$ cat config.mk
export PLATFORM = sky130hd
export DESIGN_NAME = uart_rx
export DESIGN_NICKNAME = d
export VERILOG_FILES = /design/src/rtl/uart_rx_pkg.sv /design/src/rtl/uart_rx_sync.sv /design/src/rtl/uart_rx.sv
export SDC_FILE = /design/constraint.sdc
export NUM_CORES = 1
export LEC_CHECK = 0
export ABC_CLOCK_PERIOD_IN_PS = 2400
export CAP_MARGIN = 30
export CORE_MARGIN = 2
export CORE_UTILIZATION = 30
export CTS_CLUSTER_DIAMETER = 80
export DETAILED_ROUTE_END_ITERATION = 10
export GPL_ROUTABILITY_DRIVEN = 1
export PLACE_DENSITY = 0.52
export SLEW_MARGIN = 20
export SYNTH_ARGS = -nofsm -noshare
export SYNTH_HDL_FRONTEND = slang
export SYNTH_SLANG_ARGS = --single-unit
$ cat constraint.sdc
create_clock -name clk -period 2.4 [get_ports clk]
set_input_delay 0.48 -clock clk [delete_from_list [all_inputs] [get_ports clk]]
set_output_delay 0.48 -clock clk [all_outputs]
set_load 0.005 [all_outputs]
$ cat src/rtl/uart_rx_pkg.sv
// uart_rx_pkg: shared definitions for the UART receive path.
//
// Holds the receiver FSM state encoding and the default timing parameters
// (50 MHz clock, 115200 baud). The optional even-parity frame format is
// selected at build time with `define UART_RX_PARITY_EN; the ST_PARITY state
// exists in the encoding either way but is only reachable when that macro is
// defined.

package uart_rx_pkg;

   localparam int DEFAULT_CLKS_PER_BIT = 434;
   localparam int DEFAULT_SYNC_STAGES  = 2;

   typedef enum logic [2:0] {
      ST_IDLE   = 3'd0,
      ST_START  = 3'd1,
      ST_DATA   = 3'd2,
      ST_PARITY = 3'd3,
      ST_STOP   = 3'd4
   } rx_state_t;

endpackage

$ cat src/rtl/uart_rx_sync.sv
// uart_sync: multi-flop synchroniser for an asynchronous level input.
//
// The chain presets to 1 on reset so an idle-high line (such as a UART rx
// pin) does not look like an edge as reset is released.
//
// Ports:
//   clk  in  1  system clock
//   rst  in  1  synchronous, active-high reset (chain presets to all ones)
//   d    in  1  asynchronous input
//   q    out 1  synchronised copy of d, STAGES cycles late

module uart_sync #(
   parameter int STAGES = 2
) (
   input  logic clk,
   input  logic rst,
   input  logic d,
   output logic q
);

   logic [STAGES-1:0] chain;

   // Shift the raw input through the flop chain; the first flop may go
   // metastable, the later ones give it time to resolve.
   always_ff @(posedge clk) begin
      if (rst) begin
         chain <= '1;
      end else begin
         chain <= {chain[STAGES-2:0], d};
      end
   end

   assign q = chain[STAGES-1];

endmodule

$ cat src/rtl/uart_rx.sv
// uart_rx: UART receiver, 8N1 frames from the rx pin into bytes on a
// valid/ready handshake towards the command decoder.
//
// Build option: `define UART_RX_PARITY_EN switches the frame to 8E1 and adds
// the parity_err output port.
//
// Parameters:
//   CLKS_PER_BIT  clock cycles per bit period (8..65535), default 434
//   SYNC_STAGES   depth of the rx synchroniser (2..3), default 2
//
// Ports:
//   clk        in  1  system clock, rising edge
//   rst        in  1  synchronous, active-high reset
//   rx         in  1  serial input, idles high, asynchronous to clk
//   data       out 8  received byte (LSB first on the wire), held while valid
//   valid      out 1  data holds an unconsumed byte
//   ready      in  1  consumer takes data when valid && ready
//   frame_err  out 1  one-cycle pulse: stop bit sampled low
//   overrun    out 1  sticky: a good byte was dropped because valid was high
//   busy       out 1  receiver is inside a frame
//   parity_err out 1  (parity build only) one-cycle pulse: parity mismatch

module uart_rx
   import uart_rx_pkg::*;
#(
   parameter int CLKS_PER_BIT = DEFAULT_CLKS_PER_BIT,
   parameter int SYNC_STAGES  = DEFAULT_SYNC_STAGES
) (
   input  logic       clk,
   input  logic       rst,
   input  logic       rx,
   output logic [7:0] data,
   output logic       valid,
   input  logic       ready,
   output logic       frame_err,
   output logic       overrun,
   output logic       busy
`ifdef UART_RX_PARITY_EN
   ,
   output logic       parity_err
`endif
);

   localparam int             CW        = $clog2(CLKS_PER_BIT);
   localparam logic [CW-1:0]  HALF_LOAD = CW'(CLKS_PER_BIT / 2 - 1);
   localparam logic [CW-1:0]  FULL_LOAD = CW'(CLKS_PER_BIT - 1);

   rx_state_t     state;
   rx_state_t     next_state;
   logic          rx_s;
   logic          rx_prev;
   logic [CW-1:0] cnt;
   logic          tick;
   logic [2:0]    bit_idx;
   logic [7:0]    shift;
   logic          parity_ok;

   logic          load_half;
   logic          load_full;
   logic          sample_data;
   logic          frame_good;
   logic          frame_bad;
   logic          parity_bad;
`ifdef UART_RX_PARITY_EN
   logic          sample_parity;
`endif

   uart_sync #(
      .STAGES (SYNC_STAGES)
   ) u_sync (
      .clk (clk),
      .rst (rst),
      .d   (rx),
      .q   (rx_s)
   );

   assign tick = (cnt == '0);

   // State register.
   always_ff @(posedge clk) begin
      if (rst) begin
         state <= ST_IDLE;
      end else begin
         state <= next_state;
      end
   end

   // Next-state logic. A start is only taken on a genuine 1->0 edge of rx_s,
   // so a line held low after a broken frame keeps the FSM in IDLE until it
   // has gone high again. STOP returns to IDLE at the stop-bit centre, which
   // leaves half a bit to catch the next start edge of a back-to-back frame.
   always_comb begin
      next_state = state;
      case (state)
         ST_IDLE:   if (rx_prev && !rx_s) next_state = ST_START;
         ST_START:  if (tick) next_state = rx_s ? ST_IDLE : ST_DATA;
         ST_DATA: begin
            if (tick && (bit_idx == 3'd7)) begin
`ifdef UART_RX_PARITY_EN
               next_state = ST_PARITY;
`else
               next_state = ST_STOP;
`endif
            end
         end
         ST_PARITY: if (tick) next_state = ST_STOP;
         ST_STOP:   if (tick) next_state = ST_IDLE;
         default:   next_state = ST_IDLE;
      endcase
   end

   // Output / strobe decode from the current state. The half-bit load
   // centres every later sample in its bit; after that each bit-centre
   // event reloads a full bit period.
   always_comb begin
      busy        = (state != ST_IDLE);
      load_half   = (state == ST_IDLE) && rx_prev && !rx_s;
      load_full   = tick && (((state == ST_START) && !rx_s) ||
                             (state == ST_DATA) || (state == ST_PARITY));
      sample_data = (state == ST_DATA) && tick;
      frame_good  = (state == ST_STOP) && tick && rx_s && parity_ok;
      frame_bad   = (state == ST_STOP) && tick && !rx_s;
      parity_bad  = (state == ST_STOP) && tick && rx_s && !parity_ok;
`ifdef UART_RX_PARITY_EN
      sample_parity = (state == ST_PARITY) && tick;
`endif
   end

   // Bit-period counter and edge-detect history of the synchronised line.
   // The counter parks at zero once a frame ends or a start is rejected.
   always_ff @(posedge clk) begin
      if (rst) begin
         cnt     <= '0;
         rx_prev <= 1'b1;
      end else begin
         rx_prev <= rx_s;
         if (load_half) begin
            cnt <= HALF_LOAD;
         end else if (load_full) begin
            cnt <= FULL_LOAD;
         end else if ((state != ST_IDLE) && !tick) begin
            cnt <= cnt - CW'(1);
         end
      end
   end

   // Data shift register: bits arrive LSB first, so each new bit enters at
   // the top and the byte is aligned after the eighth sample. The bit index
   // wraps 7->0 on that last sample, ready for the next frame.
   always_ff @(posedge clk) begin
      if (rst) begin
         shift   <= 8'h00;
         bit_idx <= 3'd0;
      end else if (sample_data) begin
         shift   <= {rx_s, shift[7:1]};
         bit_idx <= bit_idx + 3'd1;
      end
   end

`ifdef UART_RX_PARITY_EN
   // Even parity: the parity bit must equal the XOR of the data bits.
   always_ff @(posedge clk) begin
      if (rst) begin
         parity_ok <= 1'b1;
      end else if (load_half) begin
         parity_ok <= 1'b1;
      end else if (sample_parity) begin
         parity_ok <= ((^shift) == rx_s);
      end
   end
`else
   assign parity_ok = 1'b1;
`endif

   // Output holding register. A good byte loads if the slot is free or is
   // being emptied on this same cycle; otherwise it is dropped and overrun
   // latches until reset. Broken frames never touch data or valid.
   always_ff @(posedge clk) begin
      if (rst) begin
         data      <= 8'h00;
         valid     <= 1'b0;
         frame_err <= 1'b0;
         overrun   <= 1'b0;
      end else begin
         frame_err <= frame_bad;
         if (frame_good) begin
            if (!valid || ready) begin
               data  <= shift;
               valid <= 1'b1;
            end else begin
               overrun <= 1'b1;
            end
         end else if (valid && ready) begin
            valid <= 1'b0;
         end
      end
   end

`ifdef UART_RX_PARITY_EN
   always_ff @(posedge clk) begin
      if (rst) begin
         parity_err <= 1'b0;
      end else begin
         parity_err <= parity_bad;
      end
   end
`else
   // Without parity a stop-good frame is always good, so parity_bad is
   // constant low; fold it in so the decode stays shared between builds.
   logic unused_parity;
   assign unused_parity = parity_bad;
`endif

endmodule

# Word-level counts from Yosys, hierarchy flattened
# Index checks and enable logic that the tools add are counted.
dict set report op_classes {
  n_addsub 2
  n_eq_ne 11
  n_mux 13
  n_bitwise 1
  n_reduce_logical 30
}
# op count
set op_table {}
lappend op_table {{two-way mux 9 bit} 2}
lappend op_table {{two-way mux 3 bit} 5}
lappend op_table {{case mux 3 bit (5 select lines)} 1}
lappend op_table {{logical AND 1 bit} 12}
lappend op_table {{!= test 2 bit, second input constant} 5}
lappend op_table {{zero test 9 bit} 1}
lappend op_table {{subtractor 9 x 1 -> 9 bit, second input constant} 1}
lappend op_table {{two-way mux 8 bit} 1}
lappend op_table {{equality test 3 x 2 -> 1 bit, second input constant} 2}
lappend op_table {{equality test 3 bit, second input constant} 2}
lappend op_table {{AND reduction 2 bit} 3}
lappend op_table {{nonzero test 3 bit} 2}
lappend op_table {{AND reduction 5 bit} 1}
lappend op_table {{nonzero test 2 bit} 2}
lappend op_table {{adder 3 x 1 -> 3 bit, second input constant} 1}
lappend op_table {{equality test 3 x 1 -> 1 bit, second input constant} 1}
lappend op_table {{zero test 1 bit} 3}
lappend op_table {{zero test 3 bit} 1}
lappend op_table {{logical OR 1 bit} 3}
lappend op_table {{two-way mux 1 bit} 3}
lappend op_table {{OR reduction 3 bit} 1}
lappend op_table {{two-way mux 2 bit} 1}
lappend op_table {{!= test 2 x 1 -> 1 bit, second input constant} 1}
lappend op_table {{OR reduction 2 bit} 1}
lappend op_table {{NOT 1 bit} 1}
dict set report totals {
  reg_bits 37
  in_bits 4
  out_inout_bits 12
  elab_cells 69
}

# Longest topological paths before layout
dict set report depth {
  word_depth 7
  depth_mapped 8
}

# Hierarchy
# A second synthesis with hierarchy kept.
dict set report unflattened {
  cells_unflattened 176
  hier_area_um2 1604.0
}
# mod n_inst cells_each area_per_inst_um2 seq_area_each_um2
set by_module_without_submodules {}
lappend by_module_without_submodules {uart_rx 1 172 1551.5 700.7}
lappend by_module_without_submodules {uart_sync 1 4 52.6 40.0}

# Worst setup path before layout
# OpenSTA, ideal clock, no wires.
dict set report synth_path {
  kind {reg2reg}
  from {reg cnt[0]}
  to {reg bit_idx[1]}
  setup_ps 132
  t_arrival_ps 2213
  required_time_ps 2268
  path_slack_ps 55
  path_stages_with_launch 9
  period_less_slack_ps 2345
  path_cell_list {dfxtp_1 -> inv_1 -> ha_1 -> or4b_4 -> or4_4 -> or4_1 -> buf_4 -> nand2_1 -> a21oi_1}
}
dict set report synth_between {
  elab_chain_cells 2
}
# element line_no
set synth_rtl {}
lappend synth_rtl {{from (decl)} uart_rx.sv:52} ;# logic [CW-1:0] cnt;
lappend synth_rtl {{from (signal assigned)} uart_rx.sv:142} ;# cnt <= cnt - CW'(1);
lappend synth_rtl {{zero test 9 bit} uart_rx.sv:77} ;# assign tick = (cnt == '0);
lappend synth_rtl {{logical AND 1 bit} uart_rx.sv:120} ;# sample_data = (state == ST_DATA) && tick;
lappend synth_rtl {{to (signal assigned)} uart_rx.sv:156} ;# bit_idx <= bit_idx + 3'd1;
lappend synth_rtl {{to (decl)} uart_rx.sv:54} ;# logic [2:0] bit_idx;
# No other way between the ends.
# A chain may end at the register's enable or synchronous reset.

# Worst setup path in the final report
dict set report layout_path {
  from {reg cnt[0]}
  to {reg shift[7]}
}
dict set report layout_between {
  elab_chain_cells 2
}
# element line_no
set layout_rtl {}
lappend layout_rtl {{zero test 9 bit} uart_rx.sv:77}
lappend layout_rtl {{logical AND 1 bit} uart_rx.sv:120}
lappend layout_rtl {{to (signal assigned)} uart_rx.sv:155} ;# shift <= {rx_s, shift[7:1]};
lappend layout_rtl {{to (decl)} uart_rx.sv:55} ;# logic [7:0] shift;
# No other way between the ends.

==> out/metrics.csv <==
stage,metric,value,unit
outcome,outcome,"complete, no violations",
worst_hold_path,hold_class,reg -> reg,
sta,skew,0.00545,ns
yosys,yosysSeqAreaShare,47.9,%
power_and_ir_drop,seqPwrFrac,47.7,%
worst_setup_path,path_max_fanout,10,
detailed_routing,drt-pass1-iter-count,4,
yosys,postSynthCellCount,172,
yosys,synth-seq-cells,37,
worst_setup_path,critPathMaxStageDelay,0.50,ns
clock_tree,cts_num_sinks,37,
detailed_routing,ant_nets,0,
worst_setup_path,cp_top_family,simple AND/OR/NAND/NOR gates,
grt,grt_max_degree,27,
sta,final-hold-violation-count,0,
flow_run,drv_cap,0,
worst_setup_path,required,2.58,ns
cells_and_area,synthToLayoutAreaGrowth,27.4,%
floorplanning,io_pins,16,
detailed_routing,finalWirelength,3010,microns
floorplanning,fp.coreArea,5040,sq um
detailed_routing,drc,0,
place,place_inst,259,
sta,tns,0,ns
power_and_ir_drop,irDropWorstVdd,0.000278,V
worst_setup_path,path_cells,inv_1 -> ha_1 -> or4b_4 -> or4_4 -> or4_1 -> buf_6 -> nand2_1 -> a21oi_1,
sta,finalCritPeriodShare,96.0,%
cells_and_area,fin_area,1970,sq um
sta,tightest_slew,0.428,ns
worst_setup_path,cp.arrival,2.48,ns
grt,grt_pass1_vias,1078,
place,placed_area,1850,sq um
grt,grt_pass1_wl,5110,microns
floorplanning,die_width,75.8,microns
yosys,synthFlopType,dfxtp_1,
cells_and_area,final_nets,203,
grt,antenna_found_initial,0,
power_and_ir_drop,p_total,0.00135,W
floorplanning,die_h,75.8,microns
yosys,synth_edf_count,0,
power_and_ir_drop,p_sw_share,22.7,%
cells_and_area,fin_util,39.1,%
worst_setup_path,critPathCaptureType,register,
sta,slew_viol_final,0,
place,numPortBuffers,15,
clock_tree,clock_latency,0.29,ns
yosys,synth_async_sr_flop_share,0,%
power_and_ir_drop,p_leak,0.676,nW
clock_tree,cts_buffers,5,
power_and_ir_drop,power_frac_clock,41.1,%
cells_and_area,antenna_cells,0,
floorplanning,rows,26,
clock_tree,htreeDepth,2,
detailed_routing,dr.first_iter.drc_count,65,
yosys,synth_area,1550,sq um
sta,fmax,0.434,GHz
clock_tree,root_buffer,clkbuf_8,
yosys,ys_types,35,
sta,slew_headroom,70.7,%
worst_setup_path,path_class,reg -> reg,
floorplanning,start_util,30.6,%
sta,setup_viol,0,
worst_setup_path,cp-start-kind,register,
power_and_ir_drop,p_comb_share,11.2,%
clock_tree,clkTransAtPathRegs,0.07,ns
power_and_ir_drop,p_sw,0.000307,W
power_and_ir_drop,power_density,686,nW/um^2
place,dp_hpwl,2070,microns
detailed_routing,vias_per_cell,4.59,
place,routabilityCongestion,0.714,
yosys,avgSynthCellArea,8.98,sq um
detailed_routing,routedWlPerCell,11.3,microns
yosys,ys_warn_count,0,
detailed_routing,vias,1225,
grt,overflow,0,
worst_setup_path,slowest_stage,or4_1,
clock_tree,cts_tree,built,
cells_and_area,drive_gt1_share,15.2,%
worst_setup_path,cp_num_buf_inv,2,
yosys,syn-num-nets,179,
floorplanning,dieArea,5740,sq um
clock_tree,cts_buffer_depth,2,
grt,grt_use_total,11.9,%
power_and_ir_drop,internal_power,0.00104,W
cells_and_area,finalNonFillerCells,267,
sta,timing.final.crit_period,2.31,ns
[placed cells by master, fill, tap and decap left out, drive strengths merged, types with 2 or more instances in the layout]
master / instances
dfxtp: 37
nand2: 22
nor2: 20
a21oi: 17
clkdlybuf4s50: 15
buf: 11
mux2i: 8
nor3: 8
clkbuf: 7
or2: 5
inv: 4
nand2b: 4
nor4: 4
nand3: 3
xor2: 3
a211oi: 3
ha: 3
or4: 3
nor3b: 2
nand3b: 2
nor4b: 2
a2111oi: 2
or4b: 2
[registers in the layout (all words and copies together), names as in the netlist]
signal        count
cnt               9
data              8
shift             8
bit_idx           3
state             3
u_sync.chain      2
frame_err         1
overrun           1
rx_prev           1
valid             1
[per-layer routing]
metal | vias to the layer above | routed length, microns | global-route usage, %
li1 | 648 | - | -
met1 | 553 | 1550 | 15.9
met2 | 20 | 1320 | 17.1
met3 | 4 | 93 | 3.57
met4 | 0 | 55 | 6.43
met5 | - | 0 | 0
[power groups by stage]
stage / registers, W / logic [W] / clock network [W]
final: 0.000644 / 0.000152 / 0.000555
after detailed placement: 0.000658 / 0.000153 / 0
after global placement: 0.000658 / 0.000153 / 0
after floorplan: 0.000652 / 0.0000992 / 0
after global routing: 0.000648 / 0.000168 / 0.000595
after CTS: 0.000644 / 0.000153 / 0.000574
[layout make-up]
class / instances / area, sq um
Fill cell: 522 / 3070
Multi-Input combinational cell: 122 / 748
Sequential cell: 37 / 741
Timing Repair Buffer: 26 / 262
Tap cell: 70 / 87.6
Clock buffer: 7 / 86.3
Clock inverter: 1 / 30.0
Inverter: 4 / 15.0
[logic make-up after synthesis]
group / synth area share (%)
adders and majority gates: 2.43
and+or+nand+nor: 27.3
buffers and inverters: 3.64
muxes: 5.91
xor gates and xnor gates: 2.27
DFF: 47.9
AOI/OAI and AO/OA: 10.5
[worst register-to-register path, stage by stage, from the launching register on]
cell and delay (ns):
dfxtp_1 0.31, inv_1 0.05, ha_1 0.17, or4b_4 0.47, or4_4 0.43, or4_1 0.50, buf_6 0.16, nand2_1 0.06
a21oi_1 0.05
[through the flow]
step / hold WS [ns] / setup WS [ns]
finish: 0.408 / 0.0950
CTS: 0.413 / 0.0736
global route: 0.435 / -0.00266
floorplan: 0.389 / 0.0548
detailed placement: 0.397 / 0.0929
global placement: 0.394 / 0.0940
[cells in the mapped netlist (2+ instances only)]
library cell / number / area (sq um)
nand2_1: 22 / 82.6
nand3_1: 3 / 15.0
nor2_1: 20 / 75.1
a2111oi_0: 2 / 17.5
mux2i_1: 8 / 80.1
nand2b_1: 4 / 25.0
a211oi_1: 3 / 22.5
clkbuf_1: 7 / 26.3
nor3b_1: 2 / 15.0
nor4b_1: 2 / 17.5
inv_1: 4 / 15.0
xor2_1: 3 / 26.3
dfxtp_1: 37 / 741
or4_1: 2 / 15.0
nand3b_1: 2 / 15.0
a21oi_1: 17 / 85.1
or2_2: 5 / 31.3
nor3_1: 7 / 35.0
nor4_1: 3 / 18.8
ha_1: 3 / 37.5
buf_4: 2 / 15.0
[path summary, 6_finish.rpt]
path	to	slack, ns	start	cells after the start
worst max register to register	shift[7]	0.09	cnt[0]	8
worst max-delay path	shift[7]	0.09	cnt[0]	8
worst min-delay path	u_sync.chain[1]	0.41	u_sync.chain[0]	1
worst min register to register	u_sync.chain[1]	0.41	u_sync.chain[0]	1
[what timing repair did]
action,in CTS,in global routing
gates resized for setup,0,1
hold buffers,0,0
buffers inserted,0,0
hold endpoints to repair,0,0
setup endpoints to repair,0,3
Note: power is estimated with default switching activity, not from simulation.
